<file path="config.mk">
export PLATFORM = sky130hd
export DESIGN_NAME = analog_dir_mapper_flat
export DESIGN_NICKNAME = d
export VERILOG_FILES = /design/src/rtl/analog_dir_mapper_if.sv /design/src/rtl/analog_dir_mapper.sv /design/src/flat_wrapper.sv
export SDC_FILE = /design/constraint.sdc
export NUM_CORES = 1
export LEC_CHECK = 0
export ABC_AREA = 1
export BUFFER_PORTS_ARGS = -buffer_cell sky130_fd_sc_hd__buf_2
export CAP_MARGIN = 30
export CORE_MARGIN = 3
export CORE_UTILIZATION = 40
export CTS_BUF_LIST = sky130_fd_sc_hd__clkbuf_8
export CTS_CLUSTER_DIAMETER = 50
export DETAILED_ROUTE_END_ITERATION = 16
export GPL_TIMING_DRIVEN = 0
export HOLD_SLACK_MARGIN = 0.02
export PLACE_DENSITY = 0.65
export SYNTH_ARGS = -nofsm -noshare
export SYNTH_HDL_FRONTEND = slang
export SYNTH_SLANG_ARGS = --single-unit
</file>
<file path="constraint.sdc">
create_clock -name clk_sys -period 2 [get_ports clk_sys]
set_clock_uncertainty 0.1 [all_clocks]
set_input_delay 0.4 -clock clk_sys [delete_from_list [all_inputs] [get_ports clk_sys]]
set_output_delay 0.4 -clock clk_sys [all_outputs]
set_load 0.01 [all_outputs]
</file>
<file path="src/rtl/analog_dir_mapper_if.sv">
// Stick/d-pad bundle between hps_io joystick outputs and analog_dir_mapper.
// master drives samples and d-pad state; slave returns the direction nibbles.
interface analog_dir_mapper_if #(
    parameter int NUM_CH = 4,
    parameter int AXIS_W = 8
);
    logic                                 sample_en;
    logic [NUM_CH-1:0][2*AXIS_W-1:0]      analog_in;
    logic [NUM_CH-1:0][3:0]               dig_in;
    logic [NUM_CH-1:0]                    four_way;
    logic [NUM_CH-1:0][3:0]               dir_out;
    logic [NUM_CH-1:0]                    active;

    modport master (output sample_en, analog_in, dig_in, four_way,
                    input  dir_out, active);
    modport slave  (input  sample_en, analog_in, dig_in, four_way,
                    output dir_out, active);
endinterface

</file>
<file path="src/rtl/analog_dir_mapper.sv">
// Analog stick -> debounced {up,down,left,right} nibbles for NUM_CH channels.
// Optional ANALOG_DIR_AUTOCAL_EN: first sample after reset captures per-axis centre offsets.
module analog_dir_axis #(
    parameter int AXIS_W    = 8,
    parameter int DEAD_ZONE = 32,
    parameter int HYST      = 8,
    parameter int DEBOUNCE  = 2
) (
    input  logic                     clk_sys,
    input  logic                     reset_n,
    input  logic                     eval,
    input  logic signed [AXIS_W-1:0] v,
    output logic                     pos,
    output logic                     neg,
    output logic                     act_nxt
);
    localparam int CW = (DEBOUNCE < 1) ? 1 : $clog2(DEBOUNCE + 1);
    localparam logic [CW-1:0]   DB   = CW'(DEBOUNCE);
    localparam logic [AXIS_W:0] DZ   = (AXIS_W+1)'(DEAD_ZONE);
    localparam logic [AXIS_W:0] EXIT = (AXIS_W+1)'(DEAD_ZONE - HYST);

    typedef enum logic [1:0] {CENTER, POS, NEG} axis_st_e;

    axis_st_e        st_q, st_d, last_q, last_d, cand;
    logic [CW-1:0]   cnt_q, cnt_d, cnt_eff;
    logic [AXIS_W:0] vx, mag;
    logic            far;

    // one extra bit so the most-negative input yields 2^(AXIS_W-1)
    assign vx  = {v[AXIS_W-1], v};
    assign mag = v[AXIS_W-1] ? (~vx + 1'b1) : vx;
    assign far = (mag >= DZ);

    always_comb begin
        cand = st_q;
        case (st_q)
            CENTER: if (far) cand = v[AXIS_W-1] ? NEG : POS;
            POS: begin
                if (far && v[AXIS_W-1])  cand = NEG;
                else if (mag < EXIT)     cand = CENTER;
            end
            NEG: begin
                if (far && !v[AXIS_W-1]) cand = POS;
                else if (mag < EXIT)     cand = CENTER;
            end
            default: cand = CENTER;
        endcase
    end

    always_comb begin
        st_d    = st_q;
        cnt_d   = cnt_q;
        last_d  = last_q;
        cnt_eff = (cand == last_q) ? cnt_q : '0;
        if (eval) begin
            last_d = cand;
            if (cand == st_q) begin
                cnt_d = '0;
            end else if (cnt_eff == DB) begin
                st_d  = cand;
                cnt_d = '0;
            end else begin
                cnt_d = cnt_eff + 1'b1;
            end
        end
    end

    always_ff @(posedge clk_sys or negedge reset_n) begin
        if (!reset_n) begin
            st_q   <= CENTER;
            last_q <= CENTER;
            cnt_q  <= '0;
        end else begin
            st_q   <= st_d;
            last_q <= last_d;
            cnt_q  <= cnt_d;
        end
    end

    assign pos     = (st_q == POS);
    assign neg     = (st_q == NEG);
    assign act_nxt = (st_d != CENTER);
endmodule

module analog_dir_chan #(
    parameter int AXIS_W    = 8,
    parameter int DEAD_ZONE = 32,
    parameter int HYST      = 8,
    parameter int DEBOUNCE  = 2
) (
    input  logic                  clk_sys,
    input  logic                  reset_n,
    input  logic                  eval,
    input  logic                  cal,
    input  logic [2*AXIS_W-1:0]   raw,
    input  logic [3:0]            dig,
    input  logic                  four_way,
    output logic [3:0]            dir
);
    logic signed [AXIS_W-1:0] vx, vy;
    logic x_pos, x_neg, x_nxt, y_pos, y_neg, y_nxt, x_act, y_act;
    logic prim_y_q;
    logic [3:0] analog;

`ifdef ANALOG_DIR_AUTOCAL_EN
    localparam logic [AXIS_W:0] DZ = (AXIS_W+1)'(DEAD_ZONE);
    logic signed [AXIS_W-1:0] off_x_q, off_y_q;

    function automatic logic signed [AXIS_W-1:0] sat_sub(input logic [AXIS_W-1:0] a,
                                                         input logic [AXIS_W-1:0] b);
        logic [AXIS_W:0] d;
        d = {a[AXIS_W-1], a} - {b[AXIS_W-1], b};
        if (d[AXIS_W] != d[AXIS_W-1])
            sat_sub = d[AXIS_W] ? {1'b1, {(AXIS_W-1){1'b0}}} : {1'b0, {(AXIS_W-1){1'b1}}};
        else
            sat_sub = d[AXIS_W-1:0];
    endfunction

    function automatic logic in_zone(input logic [AXIS_W-1:0] a);
        logic [AXIS_W:0] ext, m;
        ext = {a[AXIS_W-1], a};
        m   = a[AXIS_W-1] ? (~ext + 1'b1) : ext;
        in_zone = (m <= DZ);
    endfunction

    // a stick pushed hard at power-up is not mistaken for its resting point
    always_ff @(posedge clk_sys or negedge reset_n) begin
        if (!reset_n) begin
            off_x_q <= '0;
            off_y_q <= '0;
        end else if (cal) begin
            off_x_q <= in_zone(raw[AXIS_W-1:0])        ? raw[AXIS_W-1:0]        : '0;
            off_y_q <= in_zone(raw[2*AXIS_W-1:AXIS_W]) ? raw[2*AXIS_W-1:AXIS_W] : '0;
        end
    end

    assign vx = sat_sub(raw[AXIS_W-1:0], off_x_q);
    assign vy = sat_sub(raw[2*AXIS_W-1:AXIS_W], off_y_q);
`else
    logic unused_cal;
    assign unused_cal = cal;
    assign vx = raw[AXIS_W-1:0];
    assign vy = raw[2*AXIS_W-1:AXIS_W];
`endif

    analog_dir_axis #(.AXIS_W(AXIS_W), .DEAD_ZONE(DEAD_ZONE), .HYST(HYST), .DEBOUNCE(DEBOUNCE))
        u_ax_x (.clk_sys, .reset_n, .eval, .v(vx), .pos(x_pos), .neg(x_neg), .act_nxt(x_nxt));
    analog_dir_axis #(.AXIS_W(AXIS_W), .DEAD_ZONE(DEAD_ZONE), .HYST(HYST), .DEBOUNCE(DEBOUNCE))
        u_ax_y (.clk_sys, .reset_n, .eval, .v(vy), .pos(y_pos), .neg(y_neg), .act_nxt(y_nxt));

    assign x_act = x_pos | x_neg;
    assign y_act = y_pos | y_neg;

    // primary follows whichever axis is alone off-centre; a joint departure goes to Y
    always_ff @(posedge clk_sys or negedge reset_n) begin
        if (!reset_n)                    prim_y_q <= 1'b1;
        else if (eval) begin
            if (!x_nxt)                  prim_y_q <= 1'b1;
            else if (!y_nxt)             prim_y_q <= 1'b0;
            else if (!x_act && !y_act)   prim_y_q <= 1'b1;
        end
    end

    always_comb begin
        analog = {y_neg, y_pos, x_neg, x_pos};
        if (four_way && x_act && y_act)
            analog = prim_y_q ? {y_neg, y_pos, 2'b00} : {2'b00, x_neg, x_pos};
    end

    always_ff @(posedge clk_sys or negedge reset_n) begin
        if (!reset_n) dir <= '0;
        else          dir <= analog | dig;
    end
endmodule

module analog_dir_mapper #(
    parameter int NUM_CH    = 4,
    parameter int AXIS_W    = 8,
    parameter int DEAD_ZONE = 32,
    parameter int HYST      = 8,
    parameter int DEBOUNCE  = 2
) (
    input  logic          clk_sys,
    input  logic          reset_n,
    analog_dir_mapper_if.slave bus
);
    logic eval, cal;
    logic [NUM_CH-1:0][3:0] dir;

`ifdef ANALOG_DIR_AUTOCAL_EN
    logic cal_done_q;
    always_ff @(posedge clk_sys or negedge reset_n) begin
        if (!reset_n)           cal_done_q <= 1'b0;
        else if (bus.sample_en) cal_done_q <= 1'b1;
    end
    assign cal  = bus.sample_en & ~cal_done_q;
    assign eval = bus.sample_en &  cal_done_q;
`else
    assign cal  = 1'b0;
    assign eval = bus.sample_en;
`endif

    for (genvar c = 0; c < NUM_CH; c++) begin : g_ch
        analog_dir_chan #(.AXIS_W(AXIS_W), .DEAD_ZONE(DEAD_ZONE), .HYST(HYST), .DEBOUNCE(DEBOUNCE))
            u_chan (
                .clk_sys, .reset_n, .eval, .cal,
                .raw      (bus.analog_in[c]),
                .dig      (bus.dig_in[c]),
                .four_way (bus.four_way[c]),
                .dir      (dir[c])
            );
        assign bus.active[c] = |dir[c];
    end

    assign bus.dir_out = dir;
endmodule

</file>
<file path="src/flat_wrapper.sv">
// flat-port wrapper written by rule: the top's interface ports become plain ports
module analog_dir_mapper_flat 
#(
    parameter int NUM_CH    = 4,
    parameter int AXIS_W    = 8,
    parameter int DEAD_ZONE = 32,
    parameter int HYST      = 8,
    parameter int DEBOUNCE  = 2
)
  (clk_sys, reset_n, bus_sample_en, bus_analog_in, bus_dig_in, bus_four_way, bus_dir_out, bus_active);
  analog_dir_mapper_if #(.NUM_CH(NUM_CH), .AXIS_W(AXIS_W)) bus_i ();
  input  logic clk_sys;
  input  logic reset_n;
  input wire logic [$bits(bus_i.sample_en)-1:0] bus_sample_en;
  input wire logic [$bits(bus_i.analog_in)-1:0] bus_analog_in;
  input wire logic [$bits(bus_i.dig_in)-1:0] bus_dig_in;
  input wire logic [$bits(bus_i.four_way)-1:0] bus_four_way;
  output wire logic [$bits(bus_i.dir_out)-1:0] bus_dir_out;
  output wire logic [$bits(bus_i.active)-1:0] bus_active;
  assign bus_i.sample_en = bus_sample_en;
  assign bus_i.analog_in = bus_analog_in;
  assign bus_i.dig_in = bus_dig_in;
  assign bus_i.four_way = bus_four_way;
  assign bus_dir_out = bus_i.dir_out;
  assign bus_active = bus_i.active;
  analog_dir_mapper #(.NUM_CH(NUM_CH), .AXIS_W(AXIS_W), .DEAD_ZONE(DEAD_ZONE), .HYST(HYST), .DEBOUNCE(DEBOUNCE)) u_core (.clk_sys(clk_sys), .reset_n(reset_n), .bus(bus_i));
endmodule
</file>
==> reports/results.tsv, run 1 <==
stage	metric	value	unit
grt	initial antenna violation count	0	
worst_setup_path	critical path data arrival time	2260	ps
status	run status	finished, violations left	
floorplan	num ports	107	
floorplan	core area	13600	sq um
worst_setup_path	CP startpoint	bus_analog_in[27]	
pwr	Leak	3.92	nW
route	via/cell ratio	4.86	
cts	CTS Hold Bufs	0	
route	Routed wire per std cell	11.5	um
pwr	Pwr Total	0.00980	W
placement	GP Congestion	0.813	
status	violated checks	setup timing	
finish	Net count, final	1101	
cts	Clock H-tree levels	3	
sta	final setup vio count	6	
sta	Worst Tran Pin Value	883	ps
grt	largest net degree at the start of global routing	69	
floorplan	die width	125	um
worst_setup_path	CP Launch Type	input pin	
synthesis	syn_nets	955	
pwr	peak supply drop	0.698	mV
worst_setup_path	CP dominant cell by count	nand2_2	
synthesis	syn_area_per_cell	6.85	sq um
route	DRT Pass-1 Iters	4	
finish	Final Cell Area	7800	sq um
floorplan	Die ar.	15700	sq um
floorplan	starting density of the core	41.9	%
worst_setup_path	critical path class	in -> reg	
cts	clock slew at reported path FFs	70	ps
route	Routed Antenna Nets	0	
finish	Area Overhead vs Synth	37.4	%
route	Remaining DRCs	0	
synthesis	post-synthesis sequential area ratio	30.1	%
worst_setup_path	Max stage delay on crit path	140	ps
finish	fillcell total	1279	
worst_setup_path	slowest CP cell	nor2_4	
cts	worst-skew pair later-pin latency	360	ps
placement	post-DP HPWL	9390	um
synthesis	Cell Area, Synth	5680	sq um
grt	first-pass GRT wire length	21600	um
sta	final hold vios	0	
cts	root buf cell	clkbuf_8	
cts	clock buffer depth	2	
grt	gr ovfl total	0	
synthesis	Synth warnings	0	
sta	final slew viol count	0	
pwr	P per Cell Area	1260	nW/um^2
grt	GRT Total Usage	15.9	%
worst_setup_path	reg2reg start	u_core.g_ch[1].u_chan.u_ax_y.st_q[0]	
route	DR vias	5615	
finish	ANT cells	0	
synthesis	Synth Instances	828	
min_path	worst min path class	in -> async	
sta	unrepaired setup endpoints after global routing	true	
route	Total Routed Length	13300	um
synthesis	count of different cell masters after synthesis	31	
worst_setup_path	delay-heaviest family, CP	simple AND/OR/NAND/NOR gates	
route	drt initial violations	264	
job	Max-Cap Viols	0	
synthesis	FF+latch count, synth	68	
cts	Num CTS Buffers	9	
placement	port bufs	105	
sta	Setup TNS	-204	ps
worst_setup_path	Buf+Inv Stages, Crit Path	2	
grt	vias in the first global route	5068	
worst_setup_path	critical path fanouts, max	4	
placement	Post-DP Area	6800	sq um
cts	CTS tree	done	
floorplan	Rows	42	
worst_setup_path	Worst setup EP type	register	
cts	clock sinks	68	
worst_setup_path	required time worst endpoint	2190	ps
floorplan	Die Y	125	um
sta	period utilisation layout	104	%
sta	fmax	482	MHz
finish	layout cells sized above 1	39.0	%
worst_setup_path	sequence of cells on the critical path	buf_2 -> inv_4 -> nand2_4 -> nor2_4 -> nand3_2 -> nand2_2 -> nand2_2 -> nand2_2 -> nand2_2 -> nand2_1 -> nand2_1 -> nand2_1 -> nand3_2 -> nand3b_1 -> nand2_2 -> nor2_4 -> nand3_2 -> nand2_2 -> nand2_2 -> nand3_2 -> nand2_1 -> a21oi_2	
sta	setup ws final	-75.3	ps
sta	Tmin final	2080	ps
sta	Max-slew headroom	41.2	%
==> metrics by stage <==
step / hold WS (ps) / utilization [%] / worst slack, ps / std cells
final: 50.2 / 57.5 / -75.3 / 1155
after global routing: 119 / 57.5 / -247 / 1155
after global placement: 384 / 50.2 / -445 / 1109
after CTS: 89.6 / 53.2 / -22.3 / 1138
after detailed placement: 389 / 50.2 / -471 / 1109
after floorplan: 4.41 / - / -95.0 / 828
==> cell usage after synthesis <==
cell	instances	share of area, %
nand2_1	253	17
inv_1	120	7.9
nand3_1	84	7.4
dfrtp_1	64	28
nor2_1	42	2.8
nand4_1	41	4.5
ha_1	40	8.8
o21ai_0	36	3.2
nand2_2	33	3.6
xor2_1	28	4.3
o21bai_1	18	2.4
nand3b_1	11	1.5
nand3_2	7	1.2
clkbuf_1	6	0.40
inv_2	5	0.33
nor2_2	5	0.55
a21oi_1	4	0.35
dfstp_2	4	1.9
nor2_4	4	0.79
or4_1	4	0.53
xnor2_1	4	0.62
a21oi_2	3	0.46
or2_1	3	0.33
o21ai_1	2	0.18
buf_1	1	0.066
buf_4	1	0.13
nor3_2	1	0.18
o21ai_2	1	0.15
o21bai_2	1	0.20
o22ai_1	1	0.11
or2_4	1	0.15
==> flip-flops by register name, indices dropped and copies added (netlist names) <==
signal,count
u_core.g_ch.u_chan.prim_y_q,4
u_core.g_ch.u_chan.u_ax_x.cnt_q,8
u_core.g_ch.u_chan.u_ax_y.last_q,8
u_core.g_ch.u_chan.u_ax_x.st_q,8
u_core.g_ch.u_chan.u_ax_x.last_q,8
u_core.g_ch.u_chan.u_ax_y.st_q,8
u_core.g_ch.u_chan.dir,16
u_core.g_ch.u_chan.u_ax_y.cnt_q,8
==> cells in the final DEF, fill, tap and decap left out, drive strengths merged <==
master and instances:
nand2 286, buf 137, inv 127, nand3 91, dfrtp 64, nor2 51, nand4 41, ha 40
o21ai 39, xor2 28, o21bai 19, clkbuf 15, nand3b 11, a21oi 7, xnor2 4, or4 4
dfstp 4, or2 4, clkinv 3, nor3 1, o22ai 1, clkinvlp 1, bufinv 1
==> layout make-up <==
| class | count | area (sq um) | share of cell area [%] |
|---|---|---|---|
| Sequential cell | 68 | 1720 | 22.0 |
| Inverter | 125 | 607 | 7.78 |
| Timing Repair Buffer | 135 | 892 | 11.4 |
| Multi-Input combinational cell | 627 | 4140 | 53.1 |
| Clock inverter | 7 | 60.1 | 0.770 |
| Clock buffer | 9 | 124 | 1.59 |
| Tap cell | 176 | 220 | 2.82 |
| Buffer | 8 | 37.5 | 0.481 |
==> path summary, 6_finish.rpt <==
path	to	slack (ps)	cells after the start
setup / recovery	u_core.g_ch[1].u_chan.prim_y_q	-80	22
hold / removal	u_core.g_ch[1].u_chan.u_ax_y.st_q[0]	50	1
setup reg to reg	u_core.g_ch[1].u_chan.prim_y_q	-50	14
hold reg to reg	u_core.g_ch[2].u_chan.prim_y_q	400	2
max in group asynchronous	u_core.g_ch[3].u_chan.u_ax_x.st_q[0]	1100	1
min in group clk_sys	u_core.g_ch[2].u_chan.dir[0]	140	2
==> power by group <==
| part | switching, W | internal, W | leakage [nW] |
|---|---|---|---|
| Sequential | 0.000656 | 0.00202 | 0.801 |
| Clock | 0.000539 | 0.000560 | 0.101 |
| Combinational | 0.00351 | 0.00252 | 3.02 |
==> cells by family after synthesis <==
logic type / count (synthesis) / share of synthesized area, %
AND/OR/NAND/NOR: 489 / 40.3
flip-flops: 68 / 30.1
XOR/XNOR: 32 / 4.94
AO/OA/AOI/OAI: 66 / 7.01
buffers and inverters: 133 / 8.86
adder cells (fa/ha/maj): 40 / 8.82
==> layer usage <==
layer	part of all wire, %	global-route usage (%)	vias up
li1	-	-	2945
met1	45	20.9	2596
met2	51	27.2	65
met3	3.1	3.41	9
met4	0.59	2.74	0
met5	0	0	-
==> what timing repair did <==
item	4_1_cts	5_1_grt
setup endpoints to repair	13	40
gates resized for setup	48	145
gates cloned	0	0
buffers inserted	13	17
endpoints found under the hold margin	0	0
pin swaps	43	93
No activity file was read; power rests on OpenSTA's default activity.
==> inputs of run 2 (changes only) <==
--- a/config.mk
+++ b/config.mk
@@ -16,6 +16,7 @@
 export GPL_TIMING_DRIVEN = 0
 export HOLD_SLACK_MARGIN = 0.02
 export PLACE_DENSITY = 0.65
+export REMOVE_ABC_BUFFERS = 1
 export SYNTH_ARGS = -nofsm -noshare
 export SYNTH_HDL_FRONTEND = slang
 export SYNTH_SLANG_ARGS = --single-unit
==> run 2 against run 1 <==
The run still ends with setup timing left. Hold slack gained 85 ps. Register-to-register slack is essentially flat. Clock power shrank 11%. Maximum frequency shrank 0.58%. Worst setup slack lost 12 ps. Cell count grew 0.52%. Routed wire length shrank 0.91%. Clock-buffer cell count grew 1. Critical path depth is the same. Flip-flop and latch count is the same. Highest routed layer unchanged.
==> reports/results.tsv, run 2 (synthesized netlist as in run 1, its figures left out) <==
stage	metric	value	unit
status	run status	finished, violations left	
status	violated checks	setup timing	
worst_setup_path	Max stage delay on crit path	160	ps
cts	Clock H-tree levels	3	
finish	largest register by flop count	u_core.g_ch.u_chan.dir	
worst_setup_path	required time worst endpoint	2190	ps
floorplan	Rows	42	
cts	CTS tree	done	
finish	Area Overhead vs Synth	35.3	%
finish	layout cells sized above 1	38.8	%
sta	unrepaired setup endpoints after global routing	true	
pwr	peak supply drop	0.560	mV
sta	final hold vios	0	
worst_setup_path	CP Launch Type	input pin	
placement	GP Congestion	0.834	
grt	gr ovfl total	0	
finish	commonest non-fill, non-tap cells in the layout	nand2_1, inv_1, buf_2, nand2_2, dfrtp_1	
worst_setup_path	Worst Setup EP	u_core.g_ch[0].u_chan.prim_y_q	
route	Routed wire per std cell	11.3	um
cts	clock slew at reported path FFs	70	ps
route	DR vias	5570	
grt	vias in the first global route	5149	
route	via/cell ratio	4.80	
worst_setup_path	critical path class	in -> reg	
worst_setup_path	Buf+Inv Stages, Crit Path	2	
worst_setup_path	critical path fanouts, max	5	
finish	most common cell after layout, fill and taps aside	nand2_1	
floorplan	num ports	107	
floorplan	Die Y	125	um
grt	first-pass GRT wire length	21900	um
worst_setup_path	CP startpoint	bus_analog_in[9]	
finish	ANT cells	0	
sta	final slew viol count	0	
floorplan	die width	125	um
worst_setup_path	worst reg2reg path depth	14	
worst_setup_path	reg2reg start	u_core.g_ch[0].u_chan.u_ax_y.st_q[1]	
sta	setup ws final	-87.4	ps
job	Max-Cap Viols	0	
grt	GRT Total Usage	16.2	%
floorplan	core area	13600	sq um
worst_setup_path	RR Endpoint	u_core.g_ch[0].u_chan.prim_y_q	
route	DRT Pass-1 Iters	5	
finish	Net count, final	1107	
worst_setup_path	slowest CP cell	xor2_1	
min_path	worst min path class	in -> reg	
worst_setup_path	sequence of cells on the critical path	buf_8 -> inv_4 -> ha_4 -> nand2_2 -> nand2_2 -> xor2_1 -> nand2_1 -> nand2_2 -> nand2_1 -> nand2_1 -> nand2_1 -> nand3_2 -> nand2_4 -> nand2_2 -> nand2_2 -> nor2_4 -> nand3_2 -> nand2_2 -> nand2_2 -> nand3_2 -> nand2_2 -> a21oi_2	
sta	Tmin final	2090	ps
sta	final setup vio count	4	
sta	period utilisation layout	104	%
cts	Num CTS Buffers	9	
worst_setup_path	CP dominant cell by count	nand2_2	
worst_setup_path	critical path data arrival time	2280	ps
placement	post-DP HPWL	9130	um
route	Total Routed Length	13100	um
finish	fin cells	1161	
route	drt initial violations	160	
sta	Max-slew headroom	43.6	%
placement	Cells after DPL	1103	
pwr	P per Cell Area	1260	nW/um^2
pwr	Leak	3.90	nW
finish	max reg flops	16	
floorplan	Die ar.	15700	sq um
cts	worst-skew pair later-pin latency	350	ps
sta	Worst Tran Pin Value	845	ps
worst_setup_path	delay-heaviest family, CP	simple AND/OR/NAND/NOR gates	
cts	root buf cell	clkbuf_8	
worst_setup_path	Crit path depth	22	
floorplan	starting density of the core	41.9	%
grt	initial antenna violation count	0	
cts	clock buffer depth	2	
placement	port bufs	106	
worst_setup_path	Worst setup EP type	register	
route	Remaining DRCs	0	
sta	fmax	479	MHz
worst_setup_path	r2r setup slk	-40	ps
cts	clock sinks	68	
sta	Setup TNS	-126	ps
route	Routed Antenna Nets	0	
grt	largest net degree at the start of global routing	57	
-- run 2: changes by cell type in the layout (fill, tap and decap cells not counted), sizes merged --
| cell | before | now |
|---|---|---|
| buf | 137 | 148 |
| bufinv | 1 | 0 |
| inv | 127 | 129 |
| dlygate4sd3 | 0 | 1 |
| clkbuf | 15 | 10 |
| clkinvlp | 1 | 0 |
| clkinv | 3 | 2 |
-- run 2: power breakdown --
group / internal [W] / switching (W)
Combinational: 0.00262 / 0.00340
Clock: 0.000462 / 0.000512
Sequential: 0.00202 / 0.000646
Total: 0.00509 / 0.00456
-- run 2: how the worst min path moves through the flow --
stage                                         startpoint                                   end  slack [ps]  cells past startpoint
final                                     bus_dig_in[12]          u_core.g_ch[3].u_chan.dir[0]         140                      2
after global routing                      bus_dig_in[12]          u_core.g_ch[3].u_chan.dir[0]         120                      2
after CTS                                 bus_dig_in[12]          u_core.g_ch[3].u_chan.dir[0]         120                      2
after detailed placement                         reset_n  u_core.g_ch[2].u_chan.u_ax_y.st_q[0]         260                      1
after global placement    u_core.g_ch[2].u_chan.prim_y_q        u_core.g_ch[2].u_chan.prim_y_q         380                      2
after floorplan                                  reset_n          u_core.g_ch[0].u_chan.dir[0]           4                      0
-- run 2: what timing repair did --
item | in CTS | in global routing
hold endpoints to repair | 25 | 0
cloned | 0 | 0
hold buffers | 1 | 0
gates resized for setup | 98 | 140
endpoints found under the setup margin | 12 | 35
buffers inserted | 27 | 14
pin swaps | 80 | 113
-- run 2: layer usage --
layer | vias to the layer above | GRT usage [%] | share of wire (%)
met1 | 2492 | 20.9 | 45
li1 | 2957 | - | -
met5 | - | 0 | 0
met2 | 108 | 27.8 | 49
met4 | 0 | 4.02 | 1.4
met3 | 13 | 3.37 | 4.5
-- run 2: cell type report --
type / instances / area (sq um)
Clock buffer: 10 / 138
Clock inverter: 6 / 25.0
Fill cell: 1290 / 5880
Inverter: 125 / 507
Multi-Input combinational cell: 627 / 4030
Sequential cell: 68 / 1710
Tap cell: 176 / 220
Timing Repair Buffer: 149 / 1040
-- run 2: stage by stage --
step	util, %	setup slack (ps)	hold slack [ps]	area [sq um]	total power, W
finish	56.6	-87.4	136	7680	0.00966
global route	56.6	-252	117	7680	0.0107
CTS	52.4	-4.06	121	7100	0.00912
detailed placement	47.3	-555	263	6410	0.00719
global placement	47.1	-762	383	6390	0.00711
floorplan	-	-179	4.41	5640	0.00614
